`config.mk`:
```
export PLATFORM = sky130hd
export DESIGN_NAME = rsa_modexp_ctrl
export DESIGN_NICKNAME = d
export VERILOG_FILES = /design/src/rtl/rsa_modexp_ctrl.sv
export SDC_FILE = /design/constraint.sdc
export NUM_CORES = 1
export LEC_CHECK = 0
export BUFFER_PORTS_ARGS = -buffer_cell sky130_fd_sc_hd__buf_2
export CAP_MARGIN = 10
export CORE_ASPECT_RATIO = 1.5
export CORE_MARGIN = 2
export CORE_UTILIZATION = 35
export DETAILED_ROUTE_END_ITERATION = 8
export SYNTH_ARGS = -nofsm -noshare
export SYNTH_HDL_FRONTEND = slang
export SYNTH_SLANG_ARGS = --single-unit
```
`constraint.sdc`:
```
create_clock -name clk -period 6.92 [get_ports clk]
set_input_delay 1.384 -clock clk [delete_from_list [all_inputs] [get_ports clk]]
set_output_delay 1.384 -clock clk [all_outputs]
set_load 0.01 [all_outputs]
```
`src/rtl/rsa_modexp_ctrl.sv`:
```
// rsa_modexp_ctrl: computes result = base^exp mod n by left-to-right
// square-and-multiply. Each modular product is formed with an interleaved
// shift-add multiplier that consumes one multiplier bit per cycle, MSB first.
// Optional feature: define RSA_MODEXP_CONST_TIME_EN to run MUL for every
// exponent bit and discard its result when the bit is 0. This makes the
// latency independent of the exponent value.
module rsa_modexp_ctrl #(
  parameter int WIDTH = 26
) (
  input  logic             clk,
  input  logic             rst_n,
  input  logic             start,
  input  logic [WIDTH-1:0] base,
  input  logic [WIDTH-1:0] exp,
  input  logic [WIDTH-1:0] n,
  output logic             busy,
  output logic             done,
  output logic             err,
  output logic [WIDTH-1:0] result
);

  // Two guard bits keep 2t + b below 2^(WIDTH+2) while t and b stay below n.
  localparam int DW = WIDTH + 2;
  localparam int IW = (WIDTH > 1) ? $clog2(WIDTH) : 1;

  typedef enum logic [2:0] {IDLE, LOAD, SQR, MUL, DONE} state_t;

  state_t           state, next_state;
  logic [WIDTH-1:0] base_r, exp_r, n_r;
  logic [DW-1:0]    acc, t, t_step, acc_upd, mul_b, n_ext;
  logic [WIDTH-1:0] acc_lo;
  logic [IW-1:0]    mcnt, ebit;
  logic             mul_bit, mul_last, cur_bit, bad_operands;

  assign n_ext        = {2'b00, n_r};
  assign acc_lo       = acc[WIDTH-1:0];
  assign mul_bit      = acc_lo[mcnt];
  assign mul_last     = (mcnt == '0);
  assign cur_bit      = exp_r[ebit];
  assign bad_operands = (n_r < WIDTH'(2)) || (base_r >= n_r);
  assign mul_b        = (state == SQR) ? acc : {2'b00, base_r};
  assign busy         = (state != IDLE);
  assign done         = (state == DONE);

  // One shift-add modular multiply step: t = 2t mod n, then add b mod n.
  always_comb begin
    t_step = t << 1;
    if (t_step >= n_ext) t_step = t_step - n_ext;
    if (mul_bit) t_step = t_step + mul_b;
    if (t_step >= n_ext) t_step = t_step - n_ext;
  end

  // Value written to acc at the end of a SQR or MUL pass.
  always_comb begin
    acc_upd = t_step;
`ifdef RSA_MODEXP_CONST_TIME_EN
    if (state == MUL && !cur_bit) acc_upd = acc;
`endif
  end

  // State register.
  always_ff @(posedge clk or negedge rst_n) begin
    if (!rst_n) state <= IDLE;
    else        state <= next_state;
  end

  // Next-state logic: walk the exponent bits MSB to LSB.
  always_comb begin
    next_state = state;
    case (state)
      IDLE: if (start) next_state = LOAD;
      LOAD: next_state = bad_operands ? DONE : SQR;
      SQR: begin
        if (mul_last) begin
`ifdef RSA_MODEXP_CONST_TIME_EN
          next_state = MUL;
`else
          if (cur_bit)           next_state = MUL;
          else if (ebit == '0)   next_state = DONE;
          else                   next_state = SQR;
`endif
        end
      end
      MUL:  if (mul_last) next_state = (ebit == '0) ? DONE : SQR;
      DONE: next_state = IDLE;
      default: next_state = IDLE;
    endcase
  end

  // Datapath: operand capture, multiplier stepping and result/err update.
  always_ff @(posedge clk or negedge rst_n) begin
    if (!rst_n) begin
      base_r <= '0;
      exp_r  <= '0;
      n_r    <= '0;
      acc    <= '0;
      t      <= '0;
      mcnt   <= '0;
      ebit   <= '0;
      err    <= 1'b0;
      result <= '0;
    end else begin
      case (state)
        IDLE: begin
          if (start) begin
            base_r <= base;
            exp_r  <= exp;
            n_r    <= n;
            err    <= 1'b0;
          end
        end
        LOAD: begin
          if (bad_operands) begin
            err    <= 1'b1;
            result <= '0;
          end else begin
            acc  <= DW'(1);
            t    <= '0;
            mcnt <= IW'(WIDTH - 1);
            ebit <= IW'(WIDTH - 1);
          end
        end
        SQR, MUL: begin
          if (mul_last) begin
            acc  <= acc_upd;
            t    <= '0;
            mcnt <= IW'(WIDTH - 1);
            if (next_state == DONE) result <= acc_upd[WIDTH-1:0];
            if (next_state == SQR)  ebit   <= ebit - IW'(1);
          end else begin
            t    <= t_step;
            mcnt <= mcnt - IW'(1);
          end
        end
        default: ;
      endcase
    end
  end

endmodule

```
==> results.cfg <==
[sta]
slew_viol_final = 0
fmax_ghz = 0.142
report.final.hold_viol_count = 0
setup_viol = 60
finClkSkew_ns = 0.0110
postLayoutSetupSlackWorst_ns = -0.133
maxSlewHeadroom_pct = 16.0
layout_min_cycle_time_ns = 7.05
rsz0062_at_grt = yes
tightest_slew_ns = 1.25
min_period_over_period_pct = 102

[finish]
fin_util_pct = 52.2
final_nets = 2247
diodes = 0
stdcell_area_mm2 = 0.0201
area.growth.synth_to_final_pct = 46.4
nFillCells = 3583
drive_above_1_share_pct = 44.0

[detailed_routing]
ant_nets = 0
drt_iter0_drc = 989
drt_pass1_iterations = 5
routed_via_density = 5.71
drc_errors = 0
wl_um = 56900
vias = 14600
routedWlPerCell_um = 22.2

[setup_path]
worstSetupPathType = reg -> reg
worst-r2r-setup-slack_ns = -0.13
critPathArrivalTime_ns = 7.41
crit_fanout = 7
crit_top_cell = buf_4
cpMaxStageDelayCell = dfrtp_1
path_delay_family = buffers and inverters
r2r-end = t[17]$_DFFE_PN0P_
critPathCaptureType = register
startpoint_type = register
worstReg2RegStart = t[9]$_DFFE_PN0P_
path_buf_inv = 15
reg2regPathDepth = 37
required_ns = 7.27
slowest_delay_ns = 0.44

[floorplan]
row_count = 88
die_area_mm2 = 0.0409
start_util_pct = 35.6
core_area_mm2 = 0.0385
die_w_um = 166
boundaryPins = 110
die_h_um = 247

[grt]
grt_pass1_vias = 14800
grt_pass1_wl_um = 85400
antenna_found_initial = 0
track_usage_pct = 27.2
grt_overflow_total = 0
grt_max_degree = 85

[clock_tree]
htreeDepth = 4
root_buffer = clkbuf_16
ctsHoldBuffers = 0
cts_tree = yes
cts_buffer_depth = 2
clock_latency_ns = 0.47
numCtsBuffers = 17
clk_pin_slew_worst_paths_ns = 0.08
numClockSinks = 173

[synthesis]
synth_nets = 1748
yosysTopAreaCell = dfrtp_1
synth_edf_count = 0
async_flop_share_pct = 100
ys_seq_elements = 173
avgSynthCellArea_um2 = 8.82
ys_types = 74
netlist_area_mm2 = 0.0137
syn_inst = 1557
synthFlopType = dfrtp_1
synth_warnings = 0
synth_area_leaders = dfrtp_1 (32%), ha_1 (9.7%), mux2_2 (7.8%)
synth_top_area_share_pct = 31.5
synth.yosys.seq_area_share_pct = 31.5

[place]
gp_congestion = 1.00
hpwl_um = 43200
dpl_worst_slack_ns = -0.755
port_buffers = 109
placedInstanceArea_mm2 = 0.0176

[run]
maxCapViolCount = 0

[hold_path]
hp-class = reg -> reg
holdPathStages = 2
hold_end = result[8]$_DFFE_PN0P_
hp-start = result[8]$_DFFE_PN0P_

[run_status]
violations = setup timing
status = finished, violations left
==> worst reg2reg max path, delay by kind of cell, from the launching register on <==
family	cells	cell delay, ns
buffers and inverters	15	2.02
AOI/OAI and AO/OA	9	1.70
and+or+nand+nor	8	1.58
DFF	1	0.44
muxes	2	0.45
adders and majority gates	3	0.76
==> worst max path at each step <==
stage                              startpoint               endpoint  slack, ns  cells after the start
after detailed placement  n_r[13]$_DFFE_PN0P_      t[15]$_DFFE_PN0P_      -0.76                     28
after floorplan           n_r[25]$_DFFE_PN0P_    acc[18]$_DFFE_PN0P_       0.01                     36
after CTS                    t[1]$_DFFE_PN0P_  result[8]$_DFFE_PN0P_      0.001                     45
after global placement    n_r[13]$_DFFE_PN0P_      t[15]$_DFFE_PN0P_      -0.77                     28
final                        t[9]$_DFFE_PN0P_      t[17]$_DFFE_PN0P_      -0.13                     37
after global routing        t[10]$_DFFE_PN0P_      t[25]$_DFFE_PN0P_      -0.32                     33
==> area by class of cell <==
cell class | count | area (µm²) | area share (%)
clock buffer | 19 | 433 | 2.15
sequential | 173 | 4330 | 21.5
tap | 495 | 619 | 3.08
clock inverter | 13 | 184 | 0.915
inverter | 78 | 293 | 1.46
timing repair buffer | 559 | 4210 | 20.9
multi-input combinational | 1227 | 10000 | 49.9
==> Yosys cell counts, types with 4 or more instances <==
cell type / number
inv_1: 77
nand3_1: 63
a31oi_1: 10
a31o_2: 13
buf_2: 21
o31a_1: 5
nand3b_1: 7
nor2_1: 72
xor2_1: 26
clkbuf_1: 49
a32o_1: 11
and2_1: 11
o31ai_1: 21
a211o_1: 16
xnor2_1: 30
a21oi_1: 91
o21bai_1: 10
mux2_2: 95
buf_1: 7
or3_1: 13
and3_1: 27
a221o_1: 4
a21o_1: 32
mux4_2: 13
ha_1: 107
and4_1: 6
nand2b_1: 14
a211oi_1: 24
a311oi_1: 5
mux2i_1: 9
a21boi_0: 10
o211ai_1: 20
o21a_1: 14
a2111oi_0: 6
nand4_1: 50
nor2b_1: 15
o311ai_0: 7
nand2_1: 163
a41oi_1: 4
nor4_1: 10
dfrtp_1: 173
o21ai_0: 113
nor3_1: 34
==> what timing repair did <==
action                     CTS  global route
buffers inserted            47            32
resized for setup          110           162
pin swaps                   36            98
setup endpoints to repair   81            81
gates cloned                 3             3
==> state kept, by name, summed over array words and instances, names as in the netlist <==
signal  cells
acc        28
t          27
ebit        5
exp_r      26
mcnt        5
n_r        26
result     26
err         1
base_r     26
state       3
==> placed cells by master (no fill, tap or decap), types with 9 or more instances in the layout <==
master     count
buf_4        413
dfrtp_1      172
nand2_1      159
buf_2        108
mux2_2        89
o21ai_0       77
ha_1          74
a21oi_1       70
inv_1         65
nor2_1        65
nand3_1       53
nand4_1       50
a21o_1        32
ha_4          30
xnor2_1       27
nor3_1        26
xor2_1        24
buf_6         23
o21ai_2       22
and3_1        21
o211ai_1      20
a21oi_2       19
clkbuf_16     19
a211o_1       16
o21ai_1       16
a211oi_1      15
o21a_1        13
mux4_2        13
inv_2         13
nand2b_1      13
nor2b_1       12
a31o_2        12
a32o_1        11
or3_1         10
and2_1        10
nand3_2       10
o31ai_2       10
a211oi_2       9
buf_12         9
==> stage by stage <==
step,setup TNS [ns],cells,hold slack (ns)
floorplan,0,1557,0.460
global placement,-32.76,2451,0.460
detailed placement,-34.69,2451,0.465
CTS,0,2533,0.487
global route,-18.06,2564,0.523
finish,-3.53,2564,0.491
==> logic make-up after synthesis <==
kind of cell	after synthesis	synth area share, %
AOI/OAI and AO/OA	439	21.2
xor gates and xnor gates	56	3.57
adders and majority gates	110	10.2
buffers and inverters	158	4.65
DFF	173	31.5
muxes	117	10.6
and+or+nand+nor	504	18.3
==> layer usage <==
layer | routed length [µm] | GRT usage [%]
met5 | 0 | 0
met3 | 2770 | 3.76
met4 | 2840 | 13.4
met1 | 23400 | 33.3
met2 | 27900 | 47.2
Power is not shown: default switching activity piles up to over one toggle a cycle in this logic, so the estimate is an artifact.
